`src/rtl/store_lane_packer.sv`:
```
// Narrows a register value to byte/halfword/word stores with lane replication and byte
// enables, queues up to two of them for the data-memory port, and raises AdES on misalignment.
module store_lane_packer #(
  parameter int DEPTH = 2
) (
  input  logic        clk,
  input  logic        rst_n,
  input  logic        st_valid,
  output logic        st_ready,
  input  logic [1:0]  st_op,
  input  logic [31:0] st_addr,
  input  logic [31:0] st_data,
  output logic        mem_req,
  input  logic        mem_ack,
  output logic [31:0] mem_addr,
  output logic [31:0] mem_wdata,
  output logic [3:0]  mem_be,
  output logic        ades,
  output logic [31:0] badvaddr,
  output logic        busy
);

  localparam logic [1:0] OP_SB = 2'b00;
  localparam logic [1:0] OP_SH = 2'b01;
  localparam logic [1:0] OP_SW = 2'b10;

  logic [29:0] addr_q  [DEPTH];
  logic [31:0] wdata_q [DEPTH];
  logic [3:0]  be_q    [DEPTH];
  logic        head, tail;
  logic [1:0]  count;

  logic        fault, push, pop;
  logic [31:0] pk_wdata;
  logic [3:0]  pk_be;

  always_comb begin
    pk_wdata = st_data;
    pk_be    = 4'b1111;
    fault    = 1'b0;
    case (st_op)
      OP_SB: begin
        pk_wdata = {4{st_data[7:0]}};
        pk_be    = 4'b0001 << st_addr[1:0];
      end
      OP_SH: begin
        pk_wdata = {2{st_data[15:0]}};
        pk_be    = st_addr[1] ? 4'b1100 : 4'b0011;
        fault    = st_addr[0];
      end
      OP_SW: fault = (st_addr[1:0] != 2'b00);
      default: fault = 1'b1;
    endcase
  end

  assign st_ready = (count != 2'd2);
  assign push     = st_valid && st_ready && !fault;
  assign pop      = mem_req && mem_ack;

  always_ff @(posedge clk or negedge rst_n) begin
    if (!rst_n) begin
      head  <= 1'b0;
      tail  <= 1'b0;
      count <= 2'd0;
      for (int i = 0; i < DEPTH; i++) begin
        addr_q[i]  <= '0;
        wdata_q[i] <= '0;
        be_q[i]    <= '0;
      end
    end else begin
      if (push) begin
        addr_q[tail]  <= st_addr[31:2];
        wdata_q[tail] <= pk_wdata;
        be_q[tail]    <= pk_be;
        tail          <= ~tail;
      end
      if (pop) head <= ~head;
      case ({push, pop})
        2'b10:   count <= count + 2'd1;
        2'b01:   count <= count - 2'd1;
        default: count <= count;
      endcase
    end
  end

  // Fault is only reported when the offer could have been taken; a full buffer makes the requester hold.
  always_ff @(posedge clk or negedge rst_n) begin
    if (!rst_n) begin
      ades     <= 1'b0;
      badvaddr <= '0;
    end else begin
      ades <= st_valid && st_ready && fault;
      if (st_valid && st_ready && fault) badvaddr <= st_addr;
    end
  end

  assign mem_req   = (count != 2'd0);
  assign busy      = mem_req;
  assign mem_addr  = mem_req ? {addr_q[head], 2'b00} : 32'h0;
  assign mem_wdata = mem_req ? wdata_q[head] : 32'h0;
  assign mem_be    = mem_req ? be_q[head] : 4'h0;

endmodule
```
`config.mk`:
```
export PLATFORM = sky130hd
export DESIGN_NAME = store_lane_packer
export DESIGN_NICKNAME = d
export VERILOG_FILES = /design/src/rtl/store_lane_packer.sv
export SDC_FILE = /design/constraint.sdc
export NUM_CORES = 1
export LEC_CHECK = 0
export BUFFER_PORTS_ARGS = -buffer_cell sky130_fd_sc_hd__buf_2
export CORE_MARGIN = 3
export CORE_UTILIZATION = 50
export DETAILED_ROUTE_END_ITERATION = 8
export PLACE_DENSITY = 0.77
export SYNTH_ARGS = -nofsm -noshare
export SYNTH_HDL_FRONTEND = slang
export SYNTH_SLANG_ARGS = --single-unit
export TNS_END_PERCENT = 20
```
`constraint.sdc`:
```
create_clock -name clk -period 1.65 [get_ports clk]
set_clock_uncertainty 0.2 [all_clocks]
set_input_delay 0.165 -clock clk [delete_from_list [all_inputs] [get_ports clk]]
set_output_delay 0.165 -clock clk [all_outputs]
set_load 0.005 [all_outputs]
```
---- Word level (Yosys, flattened, before mapping) ----
Index checks and enable logic that the tools add are counted.
word-level totals
  register bits ........................... 169
  bits in latches ......................... 0
  memory bits (writable) .................. 0
  memory bits (read-only) ................. 0
  output and inout bits ................... 104
  logic and storage cells ................. 62
  memories kept ........................... 0
operators by class
  add/subtract/negate cells ............... 2
  multiply operators ...................... 0
  divide/modulo/power cells ............... 0
  magnitude comparators ................... 3
  eq/ne operators ......................... 5
  shifts and indexed selects .............. 1
  multiplexer cells ....................... 26
  bitwise gates (word level) .............. 4
  reduce and logical (&&, ||, !) cells .... 10
operators with widths
  kind                                                                   count
  32-bit 2-to-1 mux                                                      6
  30-bit 2-to-1 mux                                                      4
  64-bit bitwise mux                                                     1
  32-bit one-hot mux with 2 select lines                                 1
  60-bit bitwise mux                                                     1
  32-bit demux with 1-bit select                                         1
  30-bit demux with 1-bit select                                         1
  4-bit 2-to-1 mux                                                       6
  8-bit bitwise mux                                                      1
  4-bit one-hot mux with 2 select lines                                  1
  2-bit nonzero test                                                     3
  1-bit logical AND                                                      5
  4-bit demux with 1-bit select                                          1
  2-bit by 1-bit == test with 1-bit output (second input constant)       2
  2-bit == test (second input constant)                                  2
  2-bit greater-or-equal comparator (second input constant)              2
  1-bit inverter with 2-bit output                                       2
  2-bit one-hot mux with 2 select lines                                  1
  1-bit by 2-bit << shifter with 4-bit output (first input constant)     1
  1-bit one-hot mux with 3 select lines                                  1
  2-bit by 1-bit adder with 2-bit output (second input constant)         1
  2-bit logical NOT                                                      1
  2-bit by 1-bit < comparator with 1-bit output (second input constant)  1
  2-bit != test (second input constant)                                  1
  other kinds (3)                                                        4

---- Logic depth before layout (Yosys ltp) ----
  depth after elaboration ................. 6
  depth in mapped cells ................... 7
  gate-level depth less buffers ........... 7

---- Worst setup path after synthesis ----
OpenSTA, ideal clock, no wires.
  path type ............................... reg2reg
  from .................................... register count[0]
  to ...................................... register addr_q[0] in the netlist's numbering
  library setup time ...................... 0.125 ns
  data arrival time ....................... 1.399 ns
  data required time ...................... 1.325 ns
  setup slack ............................. -0.074 ns
  stages on the path, launching flop included .. 6
  path buffers ............................ 2
  clock period less this slack ............ 1.724 ns
  cells stage by stage .................... dfrtp_1 nand2b_1 o2111ai_2 buf_6 buf_6 mux2_4
on the way
  word-level cells in the longest chain between the ends .. 3
ends and longest elaborated chain
  what                            RTL line  text
  start, declared                 31        logic [1:0] count;
  start signal, assigned          79        2'b10: count <= count + 2'd1;
  start signal, assigned          80        2'b01: count <= count - 2'd1;
  start signal, assigned          81        default: count <= count;
  2-bit != test                   56        assign st_ready = (count != 2'd2);
  via st_ready                    9         output logic st_ready,
  1-bit logical AND (2 in a row)  57        assign push = st_valid && st_ready && !fault;
  end signal, assigned by index   72        addr_q[tail] <= st_addr[31:2];
  end, declared                   27        logic [29:0] addr_q [DEPTH];
The timed path passes the listed nets, and every way through them passes these cells.
A chain may end at the register's enable or synchronous reset.

---- Worst setup path after layout ----
  from .................................... register head
  to ...................................... output port mem_wdata[21]
on the way
  word-level cells in the longest chain between the ends .. 5
ends and longest elaborated chain
  what                                                    RTL line  text
  start, declared                                         30        logic head, tail;
  start signal, assigned                                  77        if (pop) head <= ~head;
  1-bit inverter with 2-bit output (implied by the code)  100       assign mem_wdata = mem_req ? wdata_q[head] : 32'h0;
  32-bit 2-to-1 mux (implied by the code) (3 in a row)    100
  32-bit 2-to-1 mux                                       100
  end, declared                                           16        output logic [31:0] mem_wdata,
No other way between the ends. The select of a mux whose other input is x is not followed.

==> out/qor.csv <==
stage,metric,value,unit
routing,wire per inst,20.4,um
pwr,power density cells,1990,mW/mm^2
critical_path,Worst setup SP type,register,
critical_path,"Buf+Inv Stages, Crit Path",3,
floorplanning,Die X,133,um
place,post-DP HPWL,12800,um
timing,Fin. Hold Viols,0,
routing,Via-to-Cell Ratio,5.33,
clocking,CTS root buffer,clkbuf_16,
synth,Synth Register Bits,169,
synth,Synth cell types,26,
routing,Routed Antenna Nets,0,
floorplanning,Die H,133,um
pwr,Pleak,5.62,nW
final_layout,ANT cells,0,
routing,DRT Wirelength,21800,um
critical_path,CP Class,register to primary output,
critical_path,crit end category,primary output,
clocking,Max H-tree Level,4,
clocking,Clock Latency Late Sink,0.43,ns
clocking,CTS Buf Count,17,
place,number of port buffers,171,
final_layout,layout cells sized above 1,54.9,%
final_layout,"most common cell after layout, fill and taps aside",buf_2,
timing,RSZ-0062 raised after global routing,yes,
place,GPL Wtd Cong,0.809,
global_routing,Tot GR Track Use,24.1,%
critical_path,Worst path slowest cell,dfrtp_4,
synth,"top cells by area, synth","dfrtp_1 52%, mux2_4 15%, mux2_2 14%",
run,max-cap violations,0,
global_routing,first-pass GRT wire length,33700,um
synth,Syn Area/Cell,14.1,sq um
synth,Yosys Warn Count,0,
global_routing,grt total ovfl,0,
floorplanning,area of the core,0.0155,sq mm
synth,"FFs w/ async S/R, synth",100,%
synth,number of synthesized flops with an enable pin,0,
critical_path,Critical Path RT,1.28,ns
synth,"Primary FF master, synth",dfrtp_1,
routing,DRC Markers,0,
timing,highest clock rate,0.492,GHz
synth,synthesized netlist cell count,574,
critical_path,"CP delay by family, top",flip-flops,
final_layout,Layout Nets,913,
critical_path,"slowest stage delay, CP",0.49,ns
synth,mapped cell area,0.00809,sq mm
pwr,overall power,22.3,mW
floorplanning,Rows,45,
global_routing,largest net degree at the start of global routing,46,
routing,Pre-antenna DRT Iters,4,
run_status,failing checks,setup timing,
timing,Hold WS,0.0242,ns
floorplanning,Starting Density,52.1,%
routing,1st-iter DRT viols,201,
critical_path,Worst EP arrival,1.67,ns
timing,final setup margin,-0.383,ns
final_layout,area grow syn2layout,38.4,%
timing,fin crit period,2.03,ns
floorplanning,Top Ports,174,
final_layout,most frequent cells in the layout,"169 x buf_2, 167 x dfrtp_1, 92 x mux2_4",
timing,Slew Limit Fails,0,
synth,"area leader, netlist",dfrtp_1,
pwr,Peak VDD IR,1.12,mV
floorplanning,full die area,0.0177,sq mm
critical_path,cell chain of the critical path,buf_12 -> buf_8 -> mux2i_1 -> nor2_1 -> buf_2,
timing,final setup TNS,-44.23,ns
clocking,CTS tree,built,
global_routing,number of global-route vias before repair,6227,
synth,sequential area share after synthesis,52.3,%
synth,share of the synthesized area in the top cell type,52.3,%
global_routing,initial antenna violation count,1,
routing,vias,5683,
hold_path,worst hold path class,primary input to register,
clocking,clk sinks,169,
timing,crit share post-route,123,%
critical_path,crit path max fanout,7,
clocking,Clock Tree Buf Depth,2,
critical_path,flop2flop setup slack,-0.25,ns
run_status,status,"complete, but fails checks",
timing,final setup violation count,235,
clocking,"Reg clk slew, reported paths",0.07,ns
[layer usage]
| layer | track usage (%) | up-vias | wire length, um |
|---|---|---|---|
| met1 | 29.3 | 2935 | 8960 |
| met3 | 7.25 | 33 | 1160 |
| met2 | 42.2 | 177 | 11400 |
| met4 | 6.00 | 2 | 276 |
| li1 | - | 2536 | - |
| met5 | 0 | - | 13 |
[cell type report]
type | instances | area [sq um]
clock buffer | 17 | 425
inverter | 4 | 15.0
multi-input combinational | 362 | 3750
tap | 211 | 264
sequential | 169 | 4230
clock inverter | 15 | 149
fill | 1019 | 4340
timing repair buffer | 288 | 2360
[sequential cells by signal (all words and copies together) (netlist names)]
register / flops
tail: 1
addr_q: 60
badvaddr: 32
ades: 1
wdata_q: 64
count: 2
head: 1
be_q: 8
[worst min-delay path: stages]
cell and delay, ns:
buf_2 0.07, nand2_1 0.04, o21ai_0 0.16, mux2_4 0.18
[stage by stage]
| step | std cells | utilization, % | cell area [sq um] | worst slack (ns) |
|---|---|---|---|---|
| after floorplan | 575 | - | 8110 | -0.0317 |
| after global placement | 949 | 60.5 | 9400 | -0.162 |
| after detailed placement | 949 | 60.5 | 9400 | -0.205 |
| after CTS | 1057 | 70.2 | 10900 | -0.372 |
| after global routing | 1066 | 72.1 | 11200 | -0.426 |
| final | 1066 | 72.1 | 11200 | -0.383 |
[power by group]
group,total (mW),internal [mW],switching (mW)
logic,10.8,6.42,4.41
clock network,3.96,2.03,1.93
registers,7.48,6.24,1.24
[repair_timing]
action	in CTS	in global routing
hold buffers	65	0
hold endpoints to repair	324	0
pin swaps	6	3
resized for setup	25	37
buffers inserted	6	4
endpoints found under the setup margin	194	235
gates cloned	5	5
[kinds of logic after synthesis]
family	Yosys count	share of synthesized area, %
compound gates	17	1.48
fa+ha+maj	1	0.155
simple gates	83	4.24
other cells	1	0.0463
flops	169	52.3
xor+xnor	5	0.541
mux	254	37.9
buf+inv	44	3.36
[final timing paths]
check | endpoint | from | cells past startpoint
worst max-delay path | mem_wdata[21] | head | 5
worst min-delay path | wdata_q[59] | st_data[27] | 4
worst max register to register | count[1] | count[1] | 9
worst min register to register | badvaddr[13] | badvaddr[13] | 1
max in group asynchronous | badvaddr[16] | rst_n | 3
min in group asynchronous | wdata_q[55] | rst_n | 2
[cells in the mapped netlist (3+ instances only)]
library cell  number
inv_1              4
xnor2_1            3
clkbuf_1           6
mux2i_1           74
nor2_1            70
o21ai_0            8
buf_6             10
nand2_1            8
dfrtp_1          169
buf_4              3
mux2_2           100
mux2_4            80
a21o_1             3
buf_1              5
buf_2             16
No activity file was read; power rests on OpenSTA's default activity.
